### src/rtl/ac_motor_phase_sequencer.sv
// Six-step commutation sequencer for a three-phase bridge: soft-started step rate,
// shared dead-time/enable for the per-phase switch-delay stages, and a safe drain on stop.
module ac_motor_phase_sequencer #(
    parameter int PERIOD_W  = 16,
    parameter int DELAY_W   = 11,
    parameter int RAMP_STEP = 16
) (
    input  logic                clk,
    input  logic                rst_n,
    input  logic                enable,
    input  logic                dir,
    input  logic [PERIOD_W-1:0] period_start,
    input  logic [PERIOD_W-1:0] period_target,
    input  logic [DELAY_W-1:0]  delay_in,
    output logic                s_u,
    output logic                s_v,
    output logic                s_w,
    output logic                sd_enable,
    output logic [DELAY_W-1:0]  delay_out,
    output logic [2:0]          step_idx,
    output logic                step_pulse,
    output logic                busy
);

    localparam int CNT_W = (PERIOD_W > DELAY_W + 1) ? PERIOD_W : DELAY_W + 1;
    localparam logic [PERIOD_W:0] RAMP  = RAMP_STEP[PERIOD_W:0];
    localparam logic [PERIOD_W:0] P_MAX = {1'b0, {PERIOD_W{1'b1}}};
    localparam logic [PERIOD_W:0] P_MIN = (PERIOD_W + 1)'(2);

    typedef enum logic [1:0] {IDLE, START, RUN, STOP} state_t;

    state_t                state, state_nx;
    logic [CNT_W-1:0]      cnt, cnt_nx;
    logic [PERIOD_W-1:0]   cur_period, cur_period_nx;
    logic [2:0]            idx_nx;
    logic [2:0]            phase, phase_nx;
    logic [DELAY_W-1:0]    delay_nx;
    logic                  sd_nx, pulse_nx, busy_nx;
    logic [CNT_W-1:0]      period_last, drain_last;

    function automatic logic [PERIOD_W-1:0] clamp2(input logic [PERIOD_W-1:0] v);
        return (v < PERIOD_W'(2)) ? PERIOD_W'(2) : v;
    endfunction

    // One extra bit keeps cur +/- RAMP from wrapping before the target clamp.
    function automatic logic [PERIOD_W-1:0] ramp_toward(input logic [PERIOD_W-1:0] cur,
                                                        input logic [PERIOD_W-1:0] tgt);
        logic [PERIOD_W:0] c, t, r;
        c = {1'b0, cur};
        t = {1'b0, tgt};
        r = c;
        if (c < t)
            r = (t - c > RAMP) ? c + RAMP : t;
        else if (c > t)
            r = (c - t > RAMP) ? c - RAMP : t;
        if (r < P_MIN)
            r = P_MIN;
        else if (r > P_MAX)
            r = P_MAX;
        return r[PERIOD_W-1:0];
    endfunction

    function automatic logic [2:0] phase_of(input logic [2:0] idx);
        case (idx)
            3'd0:    return 3'b101;
            3'd1:    return 3'b100;
            3'd2:    return 3'b110;
            3'd3:    return 3'b010;
            3'd4:    return 3'b011;
            3'd5:    return 3'b001;
            default: return 3'b000;
        endcase
    endfunction

    assign period_last = CNT_W'(cur_period) - CNT_W'(1);
    assign drain_last  = CNT_W'(delay_out) + CNT_W'(1);
    assign {s_u, s_v, s_w} = phase;

    always_ff @(posedge clk or negedge rst_n) begin
        if (!rst_n) begin
            state      <= IDLE;
            cnt        <= '0;
            cur_period <= PERIOD_W'(2);
            step_idx   <= 3'd0;
            phase      <= 3'b000;
            delay_out  <= '0;
            sd_enable  <= 1'b0;
            step_pulse <= 1'b0;
            busy       <= 1'b0;
        end else begin
            state      <= state_nx;
            cnt        <= cnt_nx;
            cur_period <= cur_period_nx;
            step_idx   <= idx_nx;
            phase      <= phase_nx;
            delay_out  <= delay_nx;
            sd_enable  <= sd_nx;
            step_pulse <= pulse_nx;
            busy       <= busy_nx;
        end
    end

    // Stop takes priority over a coincident step boundary so the bridge never advances while draining.
    always_comb begin
        state_nx      = state;
        cnt_nx        = cnt;
        cur_period_nx = cur_period;
        idx_nx        = step_idx;
        delay_nx      = delay_out;
        sd_nx         = sd_enable;
        pulse_nx      = 1'b0;
        case (state)
            IDLE: begin
                if (enable)
                    state_nx = START;
            end
            START: begin
                delay_nx      = delay_in;
                cur_period_nx = clamp2(period_start);
                idx_nx        = 3'd0;
                cnt_nx        = '0;
                sd_nx         = 1'b1;
                state_nx      = RUN;
            end
            RUN: begin
                if (!enable) begin
                    state_nx = STOP;
                    cnt_nx   = '0;
                end else if (cnt == period_last) begin
                    cnt_nx        = '0;
                    pulse_nx      = 1'b1;
                    delay_nx      = delay_in;
                    cur_period_nx = ramp_toward(cur_period, clamp2(period_target));
                    if (dir)
                        idx_nx = (step_idx == 3'd0) ? 3'd5 : step_idx - 3'd1;
                    else
                        idx_nx = (step_idx == 3'd5) ? 3'd0 : step_idx + 3'd1;
                end else begin
                    cnt_nx = cnt + CNT_W'(1);
                end
            end
            STOP: begin
                if (cnt == drain_last) begin
                    cnt_nx   = '0;
                    sd_nx    = 1'b0;
                    state_nx = IDLE;
                end else begin
                    cnt_nx = cnt + CNT_W'(1);
                end
            end
            default: state_nx = IDLE;
        endcase
        phase_nx = (state_nx == RUN) ? phase_of(idx_nx) : 3'b000;
        busy_nx  = (state_nx != IDLE);
    end

endmodule
### config.mk
export PLATFORM = sky130hd
export DESIGN_NAME = ac_motor_phase_sequencer
export DESIGN_NICKNAME = d
export VERILOG_FILES = /design/src/rtl/ac_motor_phase_sequencer.sv
export SDC_FILE = /design/constraint.sdc
export NUM_CORES = 1
export LEC_CHECK = 0
export CELL_PAD_IN_SITES_DETAIL_PLACEMENT = 1
export CELL_PAD_IN_SITES_GLOBAL_PLACEMENT = 1
export CORE_MARGIN = 1
export CORE_UTILIZATION = 47
export DETAILED_ROUTE_END_ITERATION = 16
export GPL_TIMING_DRIVEN = 0
export PLACE_DENSITY_LB_ADDON = 0.1
export SLEW_MARGIN = 20
export SYNTH_ARGS = -nofsm -noshare
export SYNTH_HDL_FRONTEND = slang
export SYNTH_SLANG_ARGS = --single-unit
### constraint.sdc
create_clock -name clk -period 10 [get_ports clk]
set_input_delay 1 -clock clk [delete_from_list [all_inputs] [get_ports clk]]
set_output_delay 1 -clock clk [all_outputs]
set_load 0.02 [all_outputs]
# == Yosys cells after proc, flatten, opt, wreduce, memory -nomap -nowiden ==
# Cells that the tools add are included.
# op_classes
order_cmp,8
n_mux,38
eq_ne,15
reduce_logical,9
addsub,9
# ops
op,count
$mux W16,9
$mux W17,7
$pmux W16 S3,1
$gt A17 B5 Y1 const B,2
$sub A16 B16 Y17,2
$lt A16 B2 Y1 const B,2
$pmux W16 S2,1
$mux W11,2
$pmux W11 S2,1
$mux W3,6
$pmux W3 S6,1
$add A16 B5 Y17 const B,1
$gt A17 B16 Y1 const B,1
$lt A17 B2 Y1 const B,1
$sub A16 B5 Y17 const B,1
$add A16 B1 Y16 const B,1
$eq A16 B12 Y1,1
$eq A16 B16 Y1,1
$gt A16 B16 Y1,1
$lt A16 B16 Y1,1
$sub A16 B1 Y16 const B,1
$add A11 B1 Y12 const B,1
$eq A3 B3 Y1 const B,3
$pmux W2 S4,1
other kinds (17),30
# totals
wordCells,88
output_inout_bits,20
reg_bits,54

# == Longest topological paths before layout ==
# logic_depth
depth_word,16
depth_mapped,21
depth_no_buf,19

# == Worst setup path before layout ==
# Ideal clock, no wire load.
# synth_timing
path_type,input -> register
start,input port period_target[6]
end,register cur_period[0]
t_required_ns,9.882
path_buffers,2
stages,20
slack_ns,4.863
arrival_ns,5.019
setup_time_ns,0.118
cell_sequence,inv_1 nand4_1 nor4_1 and4_1 nor2b_1 ha_1 fa_1 xnor2_1 or4_1 a32oi_1 o2111a_1 and4_1 buf_2 and2_1 buf_2 o22ai_1 nor4_1 nand4b_1 or4b_1 a21o_1
# synth_via
elab_chain_len,16
word_cells_on_any_way,22
# synth_lines
element,line,rtl
start: declaration,13,"input logic [PERIOD_W-1:0] period_target,"
$lt A16 B2 Y1,42,return (v < PERIOD_W'(2)) ? PERIOD_W'(2) : v;
$mux W16 *,42,
$sub A16 B16 Y17,55,r = (c - t > RAMP) ? c - RAMP : t;
$gt A17 B5 Y1,55,
$mux W17,55,
$mux W17,54,else if (c > t)
$mux W17 *,52,if (c < t)
$mux W17 *,129,end else if (cnt == period_last) begin
$mux W17 *,126,if (!enable) begin
$mux W17 *,112,case (state)
$gt A17 B16 Y1,58,else if (r > P_MAX)
$mux W16,58,
$mux W16 *,56,if (r < P_MIN)
$mux W16 *,129,
$mux W16 *,126,
$pmux W16 S2 *,112,
end signal: assignment,93,cur_period <= cur_period_nx;
end: declaration,34,"logic [PERIOD_W-1:0] cur_period, cur_period_nx;"
# Mark *: on every way between the ends. The rest lies on a longest branch, timed or not. The select of a mux whose other input is x is not followed.
# A chain may end at the register's enable or synchronous reset.

# == Worst setup path in the final report ==
# layout_timing
start,input port period_target[12]
end,register cur_period[0]
# Same word-level chain as after synthesis.

==> results.sh <==
export IMPL_drv_slew=0
export IMPL_crit_path_end_kind="flip-flop"
export IMPL_vias=7329
export IMPL_yosysUniqueCellTypes=80
export IMPL_cts_sinks=54
export IMPL_p_sw_mw=1.20
export IMPL_grt_use_met3_pct=3.05
export IMPL_total_power_mw=2.23
export IMPL_dp_cells=1161
export IMPL_clock_power_share_pct=10.5
export IMPL_fin_cells=1169
export IMPL_drt_iter0_drc=426
export IMPL_fp_dieW_um=121
export IMPL_pwr_share_seq_pct=16.3
export IMPL_crit_arrival_ns=7.28
export IMPL_synth_seq_cells=54
export IMPL_htreeDepth=2
export IMPL_synth_edf_count=0
export IMPL_cts_root_buf="clkbuf_16"
export IMPL_synth_top_area_share_pct=19.9
export IMPL_synth_nets=1006
export IMPL_drt_wirelength_per_cell_um=21.1
export IMPL_clock_skew_ns=0.0120
export IMPL_crit_type="input pin to flip-flop"
export IMPL_ios=67
export IMPL_post_cts_resize_count=0
export IMPL_fillCellCount=1787
export IMPL_track_usage_pct=34.3
export IMPL_maxCapViolCount=0
export IMPL_post_route_period_util_pct=70.9
export IMPL_clk_pin_slew_ns=0.07
export IMPL_synth_common_cells="109 x nand2_1, 74 x nor2_1, 70 x a21oi_1"
export IMPL_p_leak_nw=3.14
export IMPL_fin_setup_tns_ns=0
export IMPL_wl_mm=24.7
export IMPL_antenna_found_initial=0
export IMPL_cts_inserted_buffers=5
export IMPL_crit_chain="clkdlybuf4s50_1 -> inv_1 -> nand4_1 -> nor4_1 -> and4_1 -> or2_2 -> ha_1 -> nor2b_1 -> o2111ai_1 -> a2111oi_0 -> o31a_1 -> o211ai_1 -> a22oi_2 -> and2_1 -> buf_2 -> o22ai_1 -> nor4_1 -> nand4b_1 -> or4b_1 -> a21o_1"
export IMPL_grt_busiest_layer="met2"
export IMPL_viasPerCell=6.27
export IMPL_portBuffers=66
export IMPL_nets=1080
export IMPL_report_final_hold_viol_count=0
export IMPL_row_count=43
export IMPL_period_needed_ns=7.09
export IMPL_synth_seq_area_share_pct=20.3
export IMPL_insertion_delay_ns=0.30
export IMPL_place_congestion=0.943
export IMPL_crit_path_frequent_cell="nor4_1"
export IMPL_grt_max_degree=37
export IMPL_synthTopCellsByArea="dfrtp_1 20%, ha_1 8.3%, nand2_1 6.1%"
export IMPL_synth_largest_area_cell="dfrtp_1"
export IMPL_postLayoutCoreUtil_pct=56.1
export IMPL_r2r_cells=16
export IMPL_die_area_sq_um=14600
export IMPL_synth_area_sq_um=6660
export IMPL_grt_pass1_wl_mm=39.0
export IMPL_timing_slew_headroom_pct=24.6
export IMPL_route_detailed_drc=0
export IMPL_core_area_sq_um=13800
export IMPL_outcome="finished clean"
export IMPL_intPower_mw=1.03
export IMPL_ant_nets=0
export IMPL_grt_use_met1_pct=39.7
export IMPL_dp_hpwl_mm=19.4
export IMPL_tightest_slew_ns=1.12
export IMPL_crit_required_ns=10.19
export IMPL_whs_path_depth=2
export IMPL_p_per_area_nw_per_um2=287
export IMPL_yosysWarnings=0
export IMPL_synth_ff_type="dfrtp_1"
export IMPL_synthToLayoutAreaGrowth_pct=16.6
export IMPL_swShare_pct=54.0
export IMPL_worstPathMaxFanout=10
export IMPL_clock_path_buffers=2
export IMPL_hold_buffers=0
export IMPL_syn_inst=914
export IMPL_hold_class="flip-flop to flip-flop"
export IMPL_timing_critical_path_slowest_stage_cell="a2111oi_0"
export IMPL_initial_core_util_pct=48.1
export IMPL_fmax_mhz=141
export IMPL_syn_area_per_cell_sq_um=7.28
export IMPL_async_flop_share_pct=100
export IMPL_cts_tree="yes"
export IMPL_die_h_um=121
export IMPL_post_cts_setup_buffers=0
export IMPL_worst_setup_path_start_kind="input pin"
export IMPL_p_comb_share_pct=73.2
export IMPL_synth_most_common_cell="nand2_1"
export IMPL_first_pass_iters=5
export IMPL_diodes=0
export IMPL_met2_usage_pct=61.4
export IMPL_overflow=0
export IMPL_grt_pass1_vias=7463
export IMPL_slowest_delay_ns=1.00
export IMPL_drive_above_1_share_pct=4.65
export IMPL_rsz0062_at_grt="no"
export IMPL_setup_viol=0
export IMPL_ir_worst_vdd_mv=0.141
cells by family after synthesis:
group | Yosys count | synth area share [%]
simple gates | 362 | 27.3
buf+inv | 121 | 7.26
flops | 54 | 20.3
xor+xnor | 70 | 9.21
fa+ha+maj | 45 | 8.57
compound gates | 249 | 25.3
mux | 13 | 2.05
final timing paths:
path	endpoint	slack (ns)	start
worst max-delay path	cur_period[0]	2.91	period_target[12]
worst min-delay path	delay_out[1]	0.55	delay_out[1]
worst max register to register	cur_period[0]	4.03	cur_period[9]
worst min register to register	delay_out[1]	0.55	delay_out[1]
max in group asynchronous	delay_out[0]	8.92	rst_n
min in group asynchronous	cur_period[13]	0.58	rst_n
worst max-delay path, delay by kind of cell:
family / cells / cell delay, ns
AOI/OAI and AO/OA: 7 / 2.55
adders and majority gates: 1 / 0.38
buffers and inverters: 3 / 0.93
and+or+nand+nor: 9 / 2.42
state kept, by name (all words and copies together) (netlist names):
register	cells
cnt	16
step_pulse	1
state	2
step_idx	3
phase	3
busy	1
cur_period	16
delay_out	11
sd_enable	1
power by group through the flow:
stage | logic, mW | clock network, mW | registers (mW)
finish | 1.63 | 0.235 | 0.363
global placement | 1.55 | 0 | 0.361
detailed placement | 1.59 | 0 | 0.363
CTS | 1.60 | 0.240 | 0.359
floorplan | 1.10 | 0 | 0.372
global route | 1.77 | 0.247 | 0.371
cell type report:
class | instances | area [sq um] | area share [%]
multi-input combinational | 739 | 4820 | 62.1
sequential | 54 | 1350 | 17.4
timing repair buffer | 67 | 678 | 8.74
buffer | 73 | 303 | 3.90
tap | 180 | 225 | 2.90
inverter | 48 | 180 | 2.32
clock buffer | 6 | 139 | 1.79
clock inverter | 2 | 60.1 | 0.774
metrics by stage:
stage / worst slack (ns) / hold slack [ns] / area (sq um)
finish: 2.91 / 0.553 / 7760
global route: 2.78 / 0.588 / 7760
CTS: 3.09 / 0.554 / 7760
detailed placement: 2.80 / 0.520 / 7560
global placement: 2.78 / 0.519 / 7540
floorplan: 4.86 / 0.534 / 6660
per-layer routing:
| layer | routed length, um | up-vias | share of wire, % |
|---|---|---|---|
| met4 | 1470 | 0 | 6.0 |
| li1 | - | 3454 | - |
| met1 | 9940 | 3532 | 40 |
| met3 | 933 | 91 | 3.8 |
| met5 | 0 | - | 0 |
| met2 | 12300 | 252 | 50 |
cell usage in the layout, fill, tap and decap left out, drive strengths merged, types with 22 or more instances in the layout:
| master | count |
|---|---|
| clkbuf | 60 |
| o21ai | 52 |
| a21oi | 70 |
| nand4 | 23 |
| ha | 44 |
| xnor2 | 36 |
| nor2 | 75 |
| nand2 | 109 |
| dfrtp | 53 |
| xor2 | 34 |
| nor3 | 22 |
| inv | 48 |
| nand3 | 34 |
| clkdlybuf4s50 | 65 |
(Power assumes the default switching activity.)
